File: src/rtl/serial_subtractor_pkg.sv
// Shared types and helpers for the bit-serial subtractor: FSM state encoding and counter sizing.
package serial_subtractor_pkg;

    typedef enum logic [1:0] {
        StIdle = 2'd0,
        StRun  = 2'd1,
        StDone = 2'd2
    } state_e;

    // Counter must hold values 0..width, hence clog2(width+1).
    function automatic int unsigned cnt_width(input int unsigned width);
        return $clog2(width + 1);
    endfunction

endpackage

File: src/rtl/serial_subtractor_full_subtractor_cell.sv
// One-bit full subtractor built from two half-subtractor stages whose borrows are ORed.
module full_subtractor_cell (
    input  logic x,
    input  logic y,
    input  logic bin,
    output logic d,
    output logic bout
);

    logic d1;
    logic b1;
    logic b2;

    // First stage: x - y; second stage: (x - y) - bin.
    always_comb begin
        d1   = x ^ y;
        b1   = ~x & y;
        d    = d1 ^ bin;
        b2   = ~d1 & bin;
        bout = b1 | b2;
    end

endmodule

File: src/rtl/serial_subtractor.sv
// Bit-serial unsigned subtractor with valid/ready handshake, LSB first, one bit per cycle.
// Optional macro SERIAL_SUBTRACTOR_OVERFLOW_EN adds a two's-complement overflow output.
module serial_subtractor
    import serial_subtractor_pkg::*;
#(
    parameter int unsigned WIDTH = 8
) (
    input  logic             clock,
    input  logic             reset,
    input  logic             in_valid,
    output logic             in_ready,
    input  logic [WIDTH-1:0] a,
    input  logic [WIDTH-1:0] b,
    output logic             out_valid,
    input  logic             out_ready,
    output logic [WIDTH-1:0] diff,
    output logic             borrow_out,
`ifdef SERIAL_SUBTRACTOR_OVERFLOW_EN
    output logic             overflow,
`endif
    output logic             busy
);

    localparam int unsigned CntW = cnt_width(WIDTH);

    state_e            state_q, state_d;
    logic [WIDTH-1:0]  a_sh_q, b_sh_q, diff_q;
    logic              borrow_q;
    logic [CntW-1:0]   cnt_q;
    logic              accept;
    logic              last_bit;
    logic              d_bit;
    logic              bout_bit;

    assign accept   = in_valid & in_ready;
    assign last_bit = (cnt_q == CntW'(WIDTH - 1));

    always_ff @(posedge clock or posedge reset) begin
        if (reset) begin
            state_q <= StIdle;
        end else begin
            state_q <= state_d;
        end
    end

    always_comb begin
        state_d = state_q;
        unique case (state_q)
            StIdle:  if (in_valid)  state_d = StRun;
            StRun:   if (last_bit)  state_d = StDone;
            StDone:  if (out_ready) state_d = StIdle;
            default: state_d = StIdle;
        endcase
    end

    always_comb begin
        in_ready  = (state_q == StIdle);
        out_valid = (state_q == StDone);
        busy      = (state_q == StRun) || (state_q == StDone);
    end

    full_subtractor_cell u_cell (
        .x    (a_sh_q[0]),
        .y    (b_sh_q[0]),
        .bin  (borrow_q),
        .d    (d_bit),
        .bout (bout_bit)
    );

    // Operands shift right; result bits enter at the MSB so diff is aligned after WIDTH steps.
    always_ff @(posedge clock or posedge reset) begin
        if (reset) begin
            a_sh_q   <= '0;
            b_sh_q   <= '0;
            diff_q   <= '0;
            borrow_q <= 1'b0;
            cnt_q    <= '0;
        end else if (accept) begin
            a_sh_q   <= a;
            b_sh_q   <= b;
            borrow_q <= 1'b0;
            cnt_q    <= '0;
        end else if (state_q == StRun) begin
            a_sh_q   <= a_sh_q >> 1;
            b_sh_q   <= b_sh_q >> 1;
            diff_q   <= {d_bit, diff_q[WIDTH-1:1]};
            borrow_q <= bout_bit;
            cnt_q    <= cnt_q + CntW'(1);
        end
    end

    assign diff       = diff_q;
    assign borrow_out = borrow_q;

`ifdef SERIAL_SUBTRACTOR_OVERFLOW_EN
    // Operand MSBs are shifted out during RUN, so keep them for the overflow test.
    logic a_msb_q, b_msb_q;

    always_ff @(posedge clock or posedge reset) begin
        if (reset) begin
            a_msb_q <= 1'b0;
            b_msb_q <= 1'b0;
        end else if (accept) begin
            a_msb_q <= a[WIDTH-1];
            b_msb_q <= b[WIDTH-1];
        end
    end

    assign overflow = (a_msb_q ^ b_msb_q) & (diff_q[WIDTH-1] ^ a_msb_q);
`endif

endmodule

File: config.mk
export PLATFORM = sky130hd
export DESIGN_NAME = serial_subtractor
export DESIGN_NICKNAME = d
export VERILOG_FILES = /design/src/rtl/serial_subtractor_pkg.sv /design/src/rtl/serial_subtractor_full_subtractor_cell.sv /design/src/rtl/serial_subtractor.sv
export SDC_FILE = /design/constraint.sdc
export NUM_CORES = 1
export LEC_CHECK = 0
export CORE_ASPECT_RATIO = 0.75
export CORE_UTILIZATION = 53
export DETAILED_ROUTE_END_ITERATION = 12
export GPL_ROUTABILITY_DRIVEN = 0
export PLACE_DENSITY = 0.84
export SKIP_CTS_REPAIR_TIMING = 1
export SYNTH_ARGS = -nofsm -noshare
export SYNTH_HDL_FRONTEND = slang
export SYNTH_SLANG_ARGS = --single-unit
File: constraint.sdc
create_clock -name clock -period 3.4 [get_ports clock]
set_input_delay 0.34 -clock clock [delete_from_list [all_inputs] [get_ports clock]]
set_output_delay 0.34 -clock clock [all_outputs]
set_load 0.1 [all_outputs]
# After elaboration in Yosys (flattened, before gate mapping)
# Index checks and enable logic that the tools add are counted.
totals:
  in_bits: 20
  regBits: 31
  wordCells: 39
classes:
  n_reduce_logical: 5
  n_mux: 12
  bitwise_logic: 9
  n_eq_ne: 6
  n_addsub: 1
ops:
  columns: ["operator", "n"]
  rows:
  - ["$mux W8", 4]
  - ["$mux W4", 2]
  - ["$mux W2", 3]
  - ["$pmux W2 S3", 1]
  - ["$add A4 B1 Y4 const B", 1]
  - ["$eq A4 B3 Y1 const B", 1]
  - ["$ne A2 B2 Y1 const B", 2]
  - ["$and A1 B1 Y1", 3]
  - ["$not A1 Y1", 3]
  - ["$reduce_and A3 Y1", 1]
  - ["$eq A2 B1 Y1 const B", 1]
  - ["$eq A2 B2 Y1 const B", 1]
  - ["$logic_not A2 Y1", 1]
  - ["$mux W1", 2]
  - ["$ne A2 B1 Y1 const B", 1]
  - ["$reduce_and A2 Y1", 1]
  - ["$reduce_bool A2 Y1", 1]
  - ["$xor A1 B1 Y1", 2]
  - ["$logic_or A1 B1 Y1", 1]
  - ["$or A1 B1 Y1", 1]

# Logic depth before layout (Yosys ltp)
logic_depth:
  word_depth: 6
  depth_mapped: 7
  ltp_nobuf: 5

# Modules after synthesis
# From an unflattened synthesis, not the netlist that was laid out.
hier_totals:
  hier_cells: 125
  hier_area_um2: 1423.9
by_module_without_submodules:
  columns: ["mod", "area_each_um2", "seq_area_each_um2", "n_inst", "cells_each"]
  rows:
  - ["serial_subtractor", 1392.6, 775.7, 1, 121]
  - ["full_subtractor_cell", 31.3, 0.0, 1, 4]

# Worst setup path before layout
# No wires, ideal clock.
synth_timing:
  path_type: "register to register"
  startpoint: "reg state_q[0]"
  endpoint: "reg a_sh_q[0]"
  t_required_ps: 3267
  period_less_slack_ps: 2131
  arrival_ps: 1998
  setup_ps: 133
  setup_slack_ps: 1269
  n_path_buf: 2
  path_stages_with_launch: 7
  path_cell_list: "dfrtp_1 inv_1 ha_1 and2_1 buf_2 clkbuf_1 o21ai_0"
synth_via:
  elab_chain_cells: 3
synth_lines:
  columns: ["item", "line", "text"]
  rows:
  - ["start, declared", "serial_subtractor.sv:26", "state_e state_q, state_d;"]
  - ["start signal, assigned", "serial_subtractor.sv:40", "state_q <= StIdle;"]
  - ["start signal, assigned", "serial_subtractor.sv:42", "state_q <= state_d;"]
  - ["$logic_not A2 Y1 *", "serial_subtractor.sv:57", "in_ready = (state_q == StIdle);"]
  - ["via in_ready", "serial_subtractor.sv:11", "output logic in_ready,"]
  - ["$and A1 B1 Y1 *", "serial_subtractor.sv:35", "assign accept = in_valid & in_ready;"]
  - ["$mux W8 / $reduce_bool A2 Y1 (equally long branches)", null, null]
  - ["end signal, assigned", "serial_subtractor.sv:84", "a_sh_q <= a_sh_q >> 1;"]
  - ["end, declared", "serial_subtractor.sv:27", "logic [WIDTH-1:0] a_sh_q, b_sh_q, diff_q;"]
# The timed path passes the listed nets; every way through them passes the cells marked *.
# A chain may end at the register's enable or synchronous reset.

# Final worst setup path
layout_timing:
  startpoint: "reg state_q[0]"
  endpoint: "out busy"
layout_via:
  elab_chain_cells: 2
layout_lines:
  columns: ["item", "line", "text"]
  rows:
  - ["$eq A2 B1 Y1 / $eq A2 B2 Y1 (equally long branches)", "serial_subtractor.sv:59", "busy = (state_q == StRun) || (state_q == StDone);"]
  - ["$logic_or A1 B1 Y1 *", "serial_subtractor.sv:59", null]
  - ["end, declared", "serial_subtractor.sv:21", "output logic busy"]
# Every way passes the cells marked *; elsewhere a longest branch is shown, timed or not.

==> impl_metrics.csv <==
group,metric,value,unit
outcome,status,"finished clean",
sta,clock_skew,0.0120,ns
synthesis,synth.area.mux_share,18.5,%
synthesis,yosysMostFrequentCell,"dfrtp_1",
sta,clock.fmax,0.392,GHz
worst_setup_path,reg2reg_from,"state_q[1]",
synthesis,synth_fa_ha_area_share,5.83,%
layout,drive_above_1_share,10.9,%
synthesis,synthArstFlopShare,100,%
routing,drtIter0Drc,27,
routing,via_per_inst,5.05,
routing,wl_met2,1.10,mm
synthesis,synthDistinctLibCells,19,
routing,wl_met3,108,um
grt,grt_pass1_wl,3.82,mm
worst_setup_path,critPathKind,"reg -> out",
sta,setup_viol,0,
grt,track_usage,20.3,%
clock_tree,cts_root_buf,"clkbuf_4",
synthesis,ys_seq_area_share,54.8,%
sta,maxSlewViolCount,0,
grt,grt_pass1_vias,868,
floorplanning,placementRows,15,
clock_tree,clk_pin_slew,0.10,ns
synthesis,syn_area,1420,sq um
synthesis,yosys-top-cells-area,"dfrtp_1 (55%), mux2i_1 (11%), mux2_2 (7.2%)",
routing,ant_nets,0,
worst_setup_path,worst_r2r_endpoint,"b_sh_q[3]",
floorplanning,initial_utilization,59.0,%
sta,slew_headroom,24.9,%
synthesis,synth-xor-area-share,1.86,%
layout,nNetsFinal,182,
floorplanning,die_y,46.8,um
sta,setup_tns,0,ns
worst_setup_path,path_delay_family,"buffers and inverters",
synthesis,synthSimpleGateAreaFrac,8.39,%
flow_run,maxCapViolCount,0,
synthesis,synth_top_family_by_area,"multiplexers",
clock_tree,cts_tree,"yes",
placement,port_buffers,31,
floorplanning,core_area,2400,sq um
routing,drt-total-wl,2.39,mm
sta,min_period,2.55,ns
routing,drtPass1Iterations,4,
sta,rsz0062_at_grt,"false",
floorplanning,die-area,2890,sq um
clock_tree,h-tree-depth,2,
worst_hold_path,min_to,"diff[0]",
clock_tree,clockBufferDepth,2,
worst_setup_path,critPathMaxStageDelay,1.12,ns
routing,routed.top_layer,"met4",
worst_setup_path,reg2reg_depth,4,
clock_tree,clock_sinks,31,
routing,avgRoutedWirePerCell,12.6,um
synthesis,synth_nets,150,
worst_hold_path,hold_path.class,"reg -> reg",
layout,layout.area.seq,776,sq um
synthesis,yosysTopAreaCell,"dfrtp_1",
worst_setup_path,critPathBufInv,2,
layout,diodes,0,
floorplanning,boundaryPins,32,
sta,finalHoldViolCount,0,
synthesis,avgSynthCellArea,11.4,sq um
worst_setup_path,crit_path_start_kind,"flip-flop",
synthesis,netlist_instances,124,
worst_setup_path,crit_slowest_cell,"clkdlybuf4s50_1",
grt,grt_overflow,0,
worst_setup_path,end_kind,"primary output",
routing,remaining_drc_errors,0,
worst_hold_path,hold_depth,1,
worst_setup_path,crit_path_cell_trace,"inv_1 > ha_1 > clkdlybuf4s50_1",
routing,dr_total_vias,960,
clock_tree,numCtsBuffers,5,
worst_setup_path,critPathRequiredTime,3.06,ns
synthesis,synth_top_flop_cell,"dfrtp_1",
clock_tree,insertion_delay,0.33,ns
grt,grt_antenna_before_repair,0,
sta,hold_ws,0.525,ns
sta,period_share,75.1,%
layout,fill_cells,182,
synthesis,synthTopCellsByCount,"dfrtp_1 (31), nand2_1 (17), mux2i_1 (16), o21ai_0 (16), mux2_2 (9)",
worst_setup_path,reg2reg_slack,1.42,ns
layout,multiInputGateArea,584,sq um
worst_hold_path,min-delay-start,"diff[0]",
synthesis,ys_ff_latch,31,
placement,dp_hpwl,1.64,mm
layout,area_delta_synth_final,27.0,%
synthesis,ys_warn_count,0,
routing,wl_met1,1.10,mm
synthesis,synth_edf_count,0,
floorplanning,die_w,61.7,um
synthesis,yosysTopAreaCellShare,54.8,%
worst_setup_path,arrival,2.21,ns
grt,grt_max_degree,38,
synthesis,synth_compound_area_share,6.71,%
worst_setup_path,worst-path-max-fanout,4,
sta,worst_pin_slew,1.13,ns
==> metal layers <==
| metal | vias up | global-route usage, % |
|---|---|---|
| li1 | 479 | - |
| met1 | 448 | 24.4 |
| met2 | 24 | 31.2 |
| met3 | 9 | 5.79 |
| met4 | 0 | 16.0 |
| met5 | - | 0 |
==> per-stage QoR <==
| stage | util (%) | area, sq um | worst slack, ns | std cells |
|---|---|---|---|---|
| finish | 74.9 | 1800 | 0.846 | 190 |
| detailed placement | 72.6 | 1740 | 1.22 | 183 |
| CTS | 74.9 | 1800 | 0.831 | 190 |
| floorplan | - | 1420 | 1.27 | 124 |
| global placement | 72.6 | 1740 | 1.24 | 183 |
| global route | 74.9 | 1800 | 0.754 | 190 |
==> flip-flops by register name, indices dropped and copies added, names as in the netlist <==
name / cells
a_sh_q: 8
b_sh_q: 8
diff: 8
cnt_q: 4
state_q: 2
borrow_out: 1
==> worst max-delay path by stage <==
| stage | depth (start not counted) | end | start | slack (ns) |
|---|---|---|---|---|
| after floorplan | 6 | a_sh_q[0] | state_q[0] | 1.27 |
| after global placement | 3 | busy | state_q[0] | 1.24 |
| after detailed placement | 3 | busy | state_q[0] | 1.22 |
| after CTS | 3 | busy | state_q[0] | 0.83 |
| after global routing | 3 | busy | state_q[0] | 0.75 |
| final | 3 | busy | state_q[0] | 0.85 |
==> final cells by class <==
cell class	count	share of cell area [%]
Sequential cell	31	43.1
Multi-Input combinational cell	80	32.5
Timing Repair Buffer	32	17.7
Clock buffer	6	2.85
Tap cell	34	2.36
Inverter	6	1.25
Clock inverter	1	0.278
==> cell families after synthesis <==
logic type / Yosys count
xor+xnor: 3
mux: 25
simple gates: 28
buf+inv: 13
fa+ha+maj: 6
compound gates: 18
flops: 31
==> placed cells by master, fill, tap and decap left out, types with 2 or more instances in the layout <==
cell type        netlist  final
clkbuf_4               0      5
clkdlybuf4s50_1        0     31
dfrtp_1               31     31
ha_1                   5      5
inv_1                  6      6
mux2_2                 9      9
mux2i_1               16     16
nand2_1               17     17
nand2b_1               2      2
nor2_1                 6      6
o21ai_0               16     16
xor2_1                 2      2
==> worst reg2reg max path: stages, from the launching register on <==
cell and delay, ns:
dfrtp_1 0.41, inv_1 0.11, ha_1 0.21, and2_1 0.83, o21ai_0 0.25
Power is left out: the tool's default activity adds up to more than one toggle a clock period on the data nets, which glitch-free logic cannot reach.
